**config.mk**
```make
export PLATFORM = sky130hd
export DESIGN_NAME = operand_fetch_unit
export DESIGN_NICKNAME = d
export VERILOG_FILES = /design/src/rtl/operand_fetch_unit.sv
export SDC_FILE = /design/constraint.sdc
export NUM_CORES = 1
export LEC_CHECK = 0
export BUFFER_PORTS_ARGS = -buffer_cell sky130_fd_sc_hd__buf_2
export CORE_MARGIN = 2
export CORE_UTILIZATION = 50
export DETAILED_ROUTE_END_ITERATION = 12
export GPL_ROUTABILITY_DRIVEN = 0
export PLACE_DENSITY = 0.82
export SLEW_MARGIN = 10
export SYNTH_ARGS = -nofsm -noshare
export SYNTH_HDL_FRONTEND = slang
export SYNTH_SLANG_ARGS = --single-unit
```
**constraint.sdc**
```tcl
create_clock -name phi1 -period 5 [get_ports phi1]
set_clock_uncertainty 0.1 [all_clocks]
set_input_delay 0 -clock phi1 [delete_from_list [all_inputs] [get_ports phi1]]
set_output_delay 0 -clock phi1 [all_outputs]
set_load 0.02 [all_outputs]
```
**src/rtl/operand_fetch_unit.sv**
```systemverilog
`default_nettype none
// ============================================================================
// Module      : operand_fetch_unit
// Description : 6502 opcode/operand fetcher with full NMOS addressing-mode
//               decode and effective-address resolution. Define
//               FETCH_JMP_IND_BUG_EN to reproduce the JMP (ind) page-wrap bug.
// Revision    : 1.0 - initial release
// ============================================================================
module operand_fetch_unit #(
    parameter int                    ADDR_WIDTH   = 16,
    parameter int                    REG_WIDTH    = 8,
    parameter logic [ADDR_WIDTH-1:0] RESET_VECTOR = 16'hFFFC
) (
    input  logic                  phi1,
    input  logic                  reset,
    output logic                  mem_rd,
    output logic [ADDR_WIDTH-1:0] mem_addr,
    input  logic                  mem_ready,
    input  logic [REG_WIDTH-1:0]  mem_data,
    input  logic [REG_WIDTH-1:0]  x_in,
    input  logic [REG_WIDTH-1:0]  y_in,
    input  logic                  instr_ack,
    input  logic                  pc_load,
    input  logic [ADDR_WIDTH-1:0] pc_load_val,
    output logic                  instr_valid,
    output logic [REG_WIDTH-1:0]  opcode,
    output logic [3:0]            add_mode,
    output logic [REG_WIDTH-1:0]  imm,
    output logic [ADDR_WIDTH-1:0] eff_addr,
    output logic                  page_cross,
    output logic [ADDR_WIDTH-1:0] instr_pc,
    output logic [ADDR_WIDTH-1:0] pc
);

    localparam int c_hi_w = ADDR_WIDTH - REG_WIDTH;
    localparam logic [c_hi_w-1:0]     c_hi_zero  = '0;
    localparam logic [REG_WIDTH-1:0]  c_reg_one  = REG_WIDTH'(1);
    localparam logic [ADDR_WIDTH-1:0] c_addr_one = ADDR_WIDTH'(1);

    // Read states are encoded below CALC so "is a read state" is a compare.
    localparam logic [3:0] c_st_vec_lo = 4'd0;
    localparam logic [3:0] c_st_vec_hi = 4'd1;
    localparam logic [3:0] c_st_opc    = 4'd2;
    localparam logic [3:0] c_st_op1    = 4'd3;
    localparam logic [3:0] c_st_op2    = 4'd4;
    localparam logic [3:0] c_st_ptr_lo = 4'd5;
    localparam logic [3:0] c_st_ptr_hi = 4'd6;
    localparam logic [3:0] c_st_calc   = 4'd7;
    localparam logic [3:0] c_st_hold   = 4'd8;

    localparam logic [3:0] c_m_impl  = 4'd0;
    localparam logic [3:0] c_m_imm   = 4'd1;
    localparam logic [3:0] c_m_zpg   = 4'd2;
    localparam logic [3:0] c_m_zpg_x = 4'd3;
    localparam logic [3:0] c_m_zpg_y = 4'd4;
    localparam logic [3:0] c_m_abs   = 4'd5;
    localparam logic [3:0] c_m_abs_x = 4'd6;
    localparam logic [3:0] c_m_abs_y = 4'd7;
    localparam logic [3:0] c_m_x_ind = 4'd8;
    localparam logic [3:0] c_m_ind_y = 4'd9;
    localparam logic [3:0] c_m_ind   = 4'd10;
    localparam logic [3:0] c_m_rel   = 4'd11;

    logic [3:0]            r_state, w_state_n, r_mode, w_mode_n, w_dec_mode;
    logic                  r_mem_rd, r_instr_valid, r_page_cross;
    logic [ADDR_WIDTH-1:0] r_mem_addr, r_pc, w_pc_n, r_eff_addr, r_instr_pc;
    logic [REG_WIDTH-1:0]  r_opcode, r_op1, r_op2, w_op1_n, w_op2_n;
    logic [REG_WIDTH-1:0]  r_ptr_lo, r_ptr_hi, w_idx;
    logic                  w_done, w_read_n, w_two_byte, w_calc_cross;
    logic [ADDR_WIDTH-1:0] w_ptr_addr, w_ptr_hi_addr, w_next_addr, w_calc_addr, w_rel;
    logic [REG_WIDTH:0]    w_lo_sum, w_ind_sum;

    function automatic logic [3:0] f_decode(input logic [REG_WIDTH-1:0] op);
        logic [3:0] m;
        if (op[0]) begin
            // cc=01 column; undocumented cc=11 opcodes share it
            case (op[4:2])
                3'd0:    m = c_m_x_ind;
                3'd1:    m = c_m_zpg;
                3'd2:    m = c_m_imm;
                3'd3:    m = c_m_abs;
                3'd4:    m = c_m_ind_y;
                3'd5:    m = c_m_zpg_x;
                3'd6:    m = c_m_abs_y;
                default: m = c_m_abs_x;
            endcase
        end else begin
            case (op[4:2])
                3'd1:    m = c_m_zpg;
                3'd3:    m = c_m_abs;
                3'd5:    m = c_m_zpg_x;
                3'd7:    m = c_m_abs_x;
                default: m = c_m_impl;
            endcase
            if (op[4:0] == 5'b10000) m = c_m_rel;
            case (op[7:0])
                8'h20, 8'h4C:               m = c_m_abs;
                8'h6C:                      m = c_m_ind;
                8'hA0, 8'hA2, 8'hC0, 8'hE0: m = c_m_imm;
                8'h96, 8'hB6:               m = c_m_zpg_y;
                8'hBE:                      m = c_m_abs_y;
                default:                    m = m;
            endcase
        end
        return m;
    endfunction

    always_comb begin
        w_done     = r_mem_rd && mem_ready;
        w_dec_mode = f_decode(mem_data);
        w_two_byte = (r_mode == c_m_abs) || (r_mode == c_m_abs_x) ||
                     (r_mode == c_m_abs_y) || (r_mode == c_m_ind);
        w_state_n  = r_state;
        w_pc_n     = r_pc;
        w_op1_n    = r_op1;
        w_op2_n    = r_op2;
        w_mode_n   = r_mode;
        case (r_state)
            c_st_vec_lo: if (w_done) w_state_n = c_st_vec_hi;
            c_st_vec_hi: if (w_done) begin
                w_pc_n    = {mem_data, r_ptr_lo};
                w_state_n = c_st_opc;
            end
            c_st_opc: if (w_done) begin
                w_pc_n    = r_pc + c_addr_one;
                w_mode_n  = w_dec_mode;
                w_op1_n   = '0;
                w_op2_n   = '0;
                w_state_n = (w_dec_mode == c_m_impl) ? c_st_calc : c_st_op1;
            end
            c_st_op1: if (w_done) begin
                w_pc_n  = r_pc + c_addr_one;
                w_op1_n = mem_data;
                if (w_two_byte)
                    w_state_n = c_st_op2;
                else if ((r_mode == c_m_x_ind) || (r_mode == c_m_ind_y))
                    w_state_n = c_st_ptr_lo;
                else
                    w_state_n = c_st_calc;
            end
            c_st_op2: if (w_done) begin
                w_pc_n    = r_pc + c_addr_one;
                w_op2_n   = mem_data;
                w_state_n = (r_mode == c_m_ind) ? c_st_ptr_lo : c_st_calc;
            end
            c_st_ptr_lo: if (w_done) w_state_n = c_st_ptr_hi;
            c_st_ptr_hi: if (w_done) w_state_n = c_st_calc;
            c_st_calc:   w_state_n = c_st_hold;
            c_st_hold:   if (instr_ack) w_state_n = c_st_opc;
            default:     w_state_n = c_st_vec_lo;
        endcase

        case (w_mode_n)
            c_m_x_ind: w_ptr_addr = {c_hi_zero, w_op1_n + x_in};
            c_m_ind_y: w_ptr_addr = {c_hi_zero, w_op1_n};
            default:   w_ptr_addr = {w_op2_n, w_op1_n};
        endcase

        // r_mem_addr still holds the low pointer address when leaving PTR_LO
        if (r_mode == c_m_ind) begin
`ifdef FETCH_JMP_IND_BUG_EN
            w_ptr_hi_addr = {r_mem_addr[ADDR_WIDTH-1:REG_WIDTH],
                             r_mem_addr[REG_WIDTH-1:0] + c_reg_one};
`else
            w_ptr_hi_addr = r_mem_addr + c_addr_one;
`endif
        end else begin
            w_ptr_hi_addr = {c_hi_zero, r_mem_addr[REG_WIDTH-1:0] + c_reg_one};
        end

        case (w_state_n)
            c_st_vec_lo: w_next_addr = RESET_VECTOR;
            c_st_vec_hi: w_next_addr = RESET_VECTOR + c_addr_one;
            c_st_ptr_lo: w_next_addr = w_ptr_addr;
            c_st_ptr_hi: w_next_addr = w_ptr_hi_addr;
            default:     w_next_addr = w_pc_n;
        endcase
        w_read_n = (w_state_n <= c_st_ptr_hi);

        w_idx = ((r_mode == c_m_zpg_y) || (r_mode == c_m_abs_y)) ? y_in : x_in;
        w_lo_sum  = {1'b0, r_op1} + {1'b0, w_idx};
        w_ind_sum = {1'b0, r_ptr_lo} + {1'b0, y_in};
        w_rel     = r_pc + {{c_hi_w{r_op1[REG_WIDTH-1]}}, r_op1};
        w_calc_addr  = '0;
        w_calc_cross = 1'b0;
        case (r_mode)
            c_m_zpg:              w_calc_addr = {c_hi_zero, r_op1};
            c_m_zpg_x, c_m_zpg_y: w_calc_addr = {c_hi_zero, w_lo_sum[REG_WIDTH-1:0]};
            c_m_abs:              w_calc_addr = {r_op2, r_op1};
            c_m_abs_x, c_m_abs_y: begin
                w_calc_addr  = {r_op2 + REG_WIDTH'(w_lo_sum[REG_WIDTH]),
                                w_lo_sum[REG_WIDTH-1:0]};
                w_calc_cross = w_lo_sum[REG_WIDTH];
            end
            c_m_x_ind, c_m_ind:   w_calc_addr = {r_ptr_hi, r_ptr_lo};
            c_m_ind_y: begin
                w_calc_addr  = {r_ptr_hi + REG_WIDTH'(w_ind_sum[REG_WIDTH]),
                                w_ind_sum[REG_WIDTH-1:0]};
                w_calc_cross = w_ind_sum[REG_WIDTH];
            end
            c_m_rel: begin
                w_calc_addr  = w_rel;
                w_calc_cross = w_rel[ADDR_WIDTH-1:REG_WIDTH] != r_pc[ADDR_WIDTH-1:REG_WIDTH];
            end
            default: w_calc_addr = '0;
        endcase
    end

    always_ff @(posedge phi1) begin
        if (reset) begin
            r_state       <= c_st_vec_lo;
            r_mode        <= c_m_impl;
            r_mem_rd      <= 1'b0;
            r_mem_addr    <= '0;
            r_instr_valid <= 1'b0;
            r_opcode      <= '0;
            r_op1         <= '0;
            r_op2         <= '0;
            r_ptr_lo      <= '0;
            r_ptr_hi      <= '0;
            r_eff_addr    <= '0;
            r_page_cross  <= 1'b0;
            r_instr_pc    <= '0;
            r_pc          <= '0;
        end else if (pc_load && (r_state != c_st_vec_lo) && (r_state != c_st_vec_hi)) begin
            // Abandon any read; OPC re-issues with mem_rd low for this cycle
            r_pc          <= pc_load_val;
            r_instr_valid <= 1'b0;
            r_mem_rd      <= 1'b0;
            r_state       <= c_st_opc;
        end else begin
            r_state       <= w_state_n;
            r_pc          <= w_pc_n;
            r_op1         <= w_op1_n;
            r_op2         <= w_op2_n;
            r_mode        <= w_mode_n;
            r_instr_valid <= (w_state_n == c_st_hold);
            if (!(r_mem_rd && !mem_ready)) begin
                r_mem_rd <= w_read_n;
                if (w_read_n) r_mem_addr <= w_next_addr;
            end
            if (w_done) begin
                case (r_state)
                    c_st_vec_lo, c_st_ptr_lo: r_ptr_lo <= mem_data;
                    c_st_ptr_hi:              r_ptr_hi <= mem_data;
                    c_st_opc: begin
                        r_opcode   <= mem_data;
                        r_instr_pc <= r_mem_addr;
                    end
                    default: ;
                endcase
            end
            if (r_state == c_st_calc) begin
                r_eff_addr   <= w_calc_addr;
                r_page_cross <= w_calc_cross;
            end
        end
    end

    assign mem_rd      = r_mem_rd;
    assign mem_addr    = r_mem_addr;
    assign instr_valid = r_instr_valid;
    assign opcode      = r_opcode;
    assign add_mode    = r_mode;
    assign imm         = r_op1;
    assign eff_addr    = r_eff_addr;
    assign page_cross  = r_page_cross;
    assign instr_pc    = r_instr_pc;
    assign pc          = r_pc;

endmodule
`default_nettype wire

```
==> run_results.csv, run 1 <==
group,metric,value,unit
synth,ys_ff_latch,115,
sta,max_freq,220.3,MHz
routing,drcViolationCount,0,
power_and_ir_drop,leakagePower,4.227,nW
power_and_ir_drop,seqPwrFrac,35.5,%
sta,rsz0062_at_grt,"no",
setup_path,start_kind,"flip-flop",
setup_path,crit_path_frequent_cell,"o21ai_0",
place,dp_worst_setup_slack,0.6254,ns
die,core-area,0.01664,mm²
routing,wl_per_cell,19.46,µm
setup_path,critPathRequiredTime,5.19,ns
routing,totalWireLength,28960,µm
grt,grt_first_pass_wirelength,45140,µm
synth,synthDistinctLibCells,81,
clock_network,cts_buffers,17,
clock_network,path_clk_slew,0.05,ns
setup_path,worst_path_dominant_cell_family,"compound AO/OA/AOI/OAI gates",
synth,ys_top_cells_by_area,"dfxtp_1 27%, ha_1 6.4%, a21oi_1 6.2%, nand2_1 5.9%, nor2_1 5.7%",
sta,tightest_slew,1.166,ns
synth,synth_seq_area_share,26.89,%
sta,period_share,90.80,%
power_and_ir_drop,total_power,0.003213,W
grt,grt_pass1_vias,8554,
finish,final_common_cell,"nand2_1",
synth,synth_top_area_share,26.89,%
power_and_ir_drop,pwr_density_cell,318.1,mW/mm²
setup_path,cp_cell_sequence,"xor2_1, nor3b_2, buf_4, nand2_1, o21ai_0, inv_1, fa_1, nor2b_1, o21ai_0, a21boi_0, o21a_1, o21ai_0, nand2b_1, a21o_1, ha_1, ha_1, and3_1, a31oi_1, o21ai_0, o21ai_0, a221oi_1, o21ai_0, a22oi_1, nor2_1",
job,max-cap-violations,0,
sta,hold_violations,0,
finish,mostFrequentLayoutCells,"135 x nand2_1, 130 x buf_2, 128 x nor2_1, 115 x dfxtp_1, 106 x a21oi_1",
min_path,worstHoldPathType,"input port to flip-flop",
die,die_h,134.9,µm
setup_path,critPathMaxFanout,6,
power_and_ir_drop,p_sw,0.001135,W
finish,nets,1352,
sta,slew_violations,0,
power_and_ir_drop,cellInternalPower,0.002078,W
setup_path,worst_ep_arrival_time,4.73,ns
finish,area_growth,17.96,%
synth,synth_area,0.008562,mm²
synth,syn_area_per_cell,7.484,µm²
synth,yosys.area.top_type,"dfxtp_1",
clock_network,cts_tree,"done",
sta,finalWorstSetupSlack,0.4602,ns
synth,ys_warn_count,0,
power_and_ir_drop,clockPowerShare,35.8,%
setup_path,cp_slowest_cell,"fa_1",
clock_network,clock-sinks,115,
die,io_pins,132,
die,dieWidth,134.9,µm
run_status,status,"finished clean",
power_and_ir_drop,switching_share,35.33,%
power_and_ir_drop,combPwrFrac,28.8,%
setup_path,cp-end-kind,"flip-flop",
sta,slew-limit-headroom,22.20,%
sta,setup_viol,0,
die,start_util,51.45,%
clock_network,ctsHtreeMaxLevel,4,
synth,syn_nets,1237,
clock_network,cts_setup_buffers,0,
routing,drt_pre_antenna_iters,12,
synth,synth_edf_count,0,
grt,grt_start_max_net_pins,64,
clock_network,cts_resized,0,
finish,design_area,0.01010,mm²
clock_network,clock_path_buffers,2,
clock_network,worst_skew_pair.late_latency,0.42,ns
clock_network,clockRootBuffer,"clkbuf_16",
sta,finalCriticalPeriod,4.540,ns
die,num_rows,47,
synth,synth_ff_type,"dfxtp_1",
routing,postRouteAntennaNets,0,
grt,antenna_found_initial,0,
setup_path,path_buf_inv,2,
place,place_area,0.009289,mm²
grt,gr-usage-all-layers,31.50,%
grt,grt-ovfl-total,0,
synth,synth-async-reset-ratio,0,%
place,portBuffers,131,
setup_path,cpPeakStageDelay,0.44,ns
routing,drt-initial-drc-count,1438,
routing,num_vias,9452,
routing,post_drt_via_cell_ratio,6.352,
die,dieArea,0.01819,mm²
finish,drive_above_1_share,16.01,%
finish,antenna_cells,0,
synth,syn_inst,1144,
setup_path,critPathKind,"flip-flop to flip-flop",
place,dp_hpwl,20780,µm
power_and_ir_drop,vdd_ir_drop_max,278.3,µV
sta,setup_tns,0,ns
-- tightest hold or removal path: stages --
cell,delay (ns)
buf_2,0.10
ha_1,0.18
xnor2_1,0.08
nand2_1,0.06
a311oi_1,0.07
-- Yosys cell counts (all sizes together) (2+ instances only) --
library cell  count
nor3b             3
nand3b            4
inv              36
o21bai            9
a2111oi           5
o22ai            13
nor3             43
nand3            28
a211oi           37
xor2             25
nor4             14
o21ai            53
or3              11
o31ai             3
a31oi            12
nor2            130
a221oi           14
and4              2
o21a              8
clkbuf           49
and3             23
xnor2            41
fa                4
nand4             9
a21boi            2
a21o             14
a31o              2
mux2              7
o221ai            2
dfxtp           115
or2               2
and2              4
a22oi            16
buf              27
nand2b           16
nor4b             3
or4               4
a222oi           16
mux2i            12
o211ai            5
a21oi           106
o311ai            5
nor2b            14
nand2           135
ha               44
-- area by class of cell --
class,count,area (µm²)
fill,1415,6543
multi-input combinational,917,5806
inverter,36,135.1
timing repair buffer,172,1031
sequential,115,2302
clock inverter,5,52.55
tap,220,275.3
clock buffer,23,498.0
-- power groups by stage --
stage	combinational [W]	clock (W)	sequential (W)
2_1_floorplan	0.000605	0	0.00117
3_3_place_gp	0.000863	0	0.00114
3_5_place_dp	0.000886	0	0.00115
4_1_cts	0.000907	0.00116	0.00113
5_1_grt	0.000998	0.00120	0.00115
6_report	0.000924	0.00115	0.00114
-- metal layers --
metal	track usage (%)	wire length (µm)
met1	41.37	11600
met5	0	0
met3	7.470	3326
met2	50.25	13050
met4	11.93	990
-- kinds of logic after synthesis --
| group | after synthesis | share of synthesized area, % |
|---|---|---|
| multiplexers | 19 | 2.324 |
| AND/OR/NAND/NOR | 450 | 25.33 |
| buffers and inverters | 112 | 5.480 |
| XOR/XNOR | 66 | 6.751 |
| flip-flops | 115 | 26.89 |
| adder cells (fa/ha/maj) | 48 | 7.365 |
| AO/OA/AOI/OAI | 334 | 25.87 |
-- per-stage QoR --
step                      hold slack, ns  std cells  util (%)
after CTS                        0.01981       1488     60.69
after global routing             0.07461       1488     60.69
after floorplan                  0.08264       1144         -
after global placement            0.1964       1434     55.82
after detailed placement          0.1986       1434     55.82
final                            0.02767       1488     60.69
-- path summary, 6_finish.rpt --
| check | endpoint | cells after the start | slack, ns | start |
|---|---|---|---|---|
| setup reg to reg | eff_addr[14] | 24 | 0.46 | add_mode[0] |
| hold reg to reg | opcode[3] | 2 | 0.35 | opcode[3] |
| hold / removal | eff_addr[7] | 5 | 0.03 | y_in[7] |
| setup / recovery | eff_addr[14] | 24 | 0.46 | add_mode[0] |
-- flip-flops by register name, summed over array words and instances (netlist names), 16 cells and up --
| name | cells |
|---|---|
| mem_addr | 16 |
| instr_pc | 16 |
| eff_addr | 16 |
| pc | 16 |
-- repair_timing --
action | 4_1_cts | 5_1_grt
endpoints found under the setup margin | 0 | 0
hold endpoints to repair | 45 | 0
hold buffers | 26 | 0
Power figures use the tool's default switching activity.
==> run 2: changes to the inputs <==
--- a/config.mk
+++ b/config.mk
@@ -5,12 +5,13 @@
 export SDC_FILE = /design/constraint.sdc
 export NUM_CORES = 1
 export LEC_CHECK = 0
+export ABC_AREA = 1
 export BUFFER_PORTS_ARGS = -buffer_cell sky130_fd_sc_hd__buf_2
 export CORE_MARGIN = 2
 export CORE_UTILIZATION = 50
 export DETAILED_ROUTE_END_ITERATION = 12
 export GPL_ROUTABILITY_DRIVEN = 0
-export PLACE_DENSITY = 0.82
+export PLACE_DENSITY = 0.84
 export SLEW_MARGIN = 10
 export SYNTH_ARGS = -nofsm -noshare
 export SYNTH_HDL_FRONTEND = slang
==> run_results.csv, run 2 <==
group,metric,value,unit
run_status,status,"finished clean",
sta,slew_violations,0,
synth,synthDistinctLibCells,50,
setup_path,critPathKind,"flip-flop to flip-flop",
synth,synth_ff_type,"dfxtp_1",
grt,grtUsageMet3,6.547,%
place,place_area,0.009819,mm²
setup_path,endpoint,"eff_addr[15]",
synth,synth_seq_area_share,25.58,%
clock_network,cts_buffers,17,
finish,design_area,0.01062,mm²
synth,yosys.area.top_type,"dfxtp_1",
grt,grt-ovfl-total,0,
grt,met2_usage,48.57,%
synth,synth_area,0.008999,mm²
setup_path,rr_startpoint,"add_mode[2]",
setup_path,rr_endpoint,"eff_addr[15]",
setup_path,startpoint,"add_mode[2]",
sta,setup_tns,0,ns
sta,setup_viol,0,
finish,drive_above_1_share,15.12,%
power_and_ir_drop,leakagePower,5.171,nW
routing,num_vias,10660,
die,dieWidth,138.2,µm
finish,antenna_cells,0,
routing,drcViolationCount,0,
setup_path,cpPeakStageDelay,0.42,ns
setup_path,cp-end-kind,"flip-flop",
setup_path,cp_slowest_cell,"dfxtp_1",
grt,grt_pass1_vias,9620,
routing,wl_per_cell,16.83,µm
synth,ys_ff_latch,115,
setup_path,critPathMaxFanout,10,
setup_path,critPathRequiredTime,5.19,ns
grt,grt_util_met1,39.84,%
finish,nets,1674,
grt,grt_start_max_net_pins,69,
die,die_h,138.2,µm
job,max-cap-violations,0,
clock_network,cts_setup_buffers,0,
finish,final_common_cell,"nand2_1",
clock_network,cts_tree,"done",
grt,top_usage_layer,"met2",
die,start_util,50.61,%
sta,hold_violations,0,
grt,gr-usage-all-layers,30.93,%
clock_network,path_clk_slew,0.06,ns
sta,hold_ws,0.03143,ns
place,dp_hpwl,22650,µm
synth,syn_nets,1533,
clock_network,clockRootBuffer,"clkbuf_16",
routing,postRouteAntennaNets,0,
min_path,worstHoldPathType,"input port to flip-flop",
clock_network,clock_path_buffers,2,
setup_path,r2r_cells,24,
synth,synth.most_common_cell,"nand2_1",
finish,area_growth,17.96,%
setup_path,start_kind,"flip-flop",
synth,synth_top_area_share,25.58,%
synth,synth-async-reset-ratio,0,%
clock_network,worst_skew_pair.late_latency,0.43,ns
sta,period_share,90.85,%
place,place_inst,1765,
routing,post_drt_via_cell_ratio,5.848,
clock_network,ctsHtreeMaxLevel,4,
setup_path,worst_ep_arrival_time,4.73,ns
power_and_ir_drop,pwr_density_cell,273.4,mW/mm²
routing,totalWireLength,30680,µm
finish,mostFrequentLayoutCells,"335 x nand2_1, 184 x inv_1, 137 x a21oi_1, 131 x buf_2, 128 x nand3_1",
sta,finalCriticalPeriod,4.543,ns
sta,slew-limit-headroom,30.89,%
sta,tightest_slew,1.033,ns
power_and_ir_drop,vdd_ir_drop_max,274.0,µV
routing,drt-initial-drc-count,1417,
synth,syn_area_per_cell,6.249,µm²
synth,syn_inst,1440,
sta,rsz0062_at_grt,"no",
die,core-area,0.01778,mm²
die,io_pins,132,
grt,antenna_found_initial,0,
place,portBuffers,131,
clock_network,clock-sinks,115,
grt,grt_first_pass_wirelength,48060,µm
synth,synth_edf_count,0,
synth,ys_top_cells_by_area,"dfxtp_1 26%, nand2_1 14%, inv_1 7.7%, a21oi_1 7.6%, nand3_1 7.1%",
synth,ys_warn_count,0,
setup_path,cp_cell_sequence,"inv_1, nor2_1, nand2_1, mux2_2, ha_1, inv_1, fa_1, o21ai_0, nand2_1, nand2_1, a21oi_1, nor2_1, nor2_1, o21bai_1, ha_1, nand3_1, nor2_1, inv_1, nor3_1, nand3_1, a31oi_1, o221ai_1, nand2_1, a21oi_1",
sta,max_freq,220.1,MHz
synth,synth_commonest_cells,"335 x nand2_1, 184 x inv_1, 137 x a21oi_1",
finish,instances_no_fill,1823,
setup_path,r2r_slack,0.46,ns
routing,drt_pre_antenna_iters,8,
die,dieArea,0.01909,mm²
die,num_rows,49,
## run 2: repair_timing
item                      CTS  global route
gates resized for setup     0             0
hold buffers               26             0
hold endpoints to repair   43             0
## run 2: per-layer routing
metal  vias up  share of wire (%)
met4         0                5.5
li1       5102                  -
met3       137                 11
met2       666                 44
met1      4755                 40
met5         -                  0
## run 2: area by class of cell
type	count	area, µm²
Fill cell	1646	7164
Inverter	207	785.8
Sequential cell	115	2302
Clock buffer	18	429.2
Timing Repair Buffer	166	983.4
Clock inverter	14	106.4
Multi-Input combinational cell	1074	5722
Tap cell	229	286.5
## run 2: worst min path at each step
stage	startpoint	end	slack [ns]	cells after the start
after CTS	y_in[0]	eff_addr[0]	0.03	6
after global placement	pc_load_val[14]	pc[14]	0.14	3
final	y_in[0]	eff_addr[0]	0.03	6
after global routing	y_in[0]	eff_addr[0]	0.05	6
after floorplan	pc_load_val[8]	pc[8]	0.04	2
after detailed placement	pc_load_val[14]	pc[14]	0.15	3
## run 2: kinds of logic after synthesis
logic type | synth area share [%]
and+or+nand+nor | 31.01
AOI/OAI and AO/OA | 22.75
buffers and inverters | 10.96
DFF | 25.58
adders and majority gates | 7.008
xor gates and xnor gates | 1.947
muxes | 0.7508
## run 2: metrics by stage
step	power [W]	setup WS, ns	util [%]
detailed placement	0.001744	0.5907	55.23
CTS	0.002879	0.5938	59.70
floorplan	0.001527	1.209	-
finish	0.002902	0.4575	59.70
global placement	0.001725	0.8071	55.23
global route	0.003019	0.02039	59.70
## run 2: report_power, final
| group | total (W) | switching (W) | internal (W) |
|---|---|---|---|
| Sequential | 0.00106 | 0.0000912 | 0.000968 |
| Combinational | 0.000713 | 0.000475 | 0.000237 |
| Clock | 0.00113 | 0.000495 | 0.000636 |
| Total | 0.00290 | 0.00106 | 0.00184 |
## run 2: critical path: cells and delay by family, from the launching register on
family                   cells  cell delay, ns
multiplexers                 1            0.33
AO/OA/AOI/OAI                6            0.96
flip-flops                   1            0.42
buffers and inverters        3            0.21
adder cells (fa/ha/maj)      3            0.78
AND/OR/NAND/NOR             11            1.61
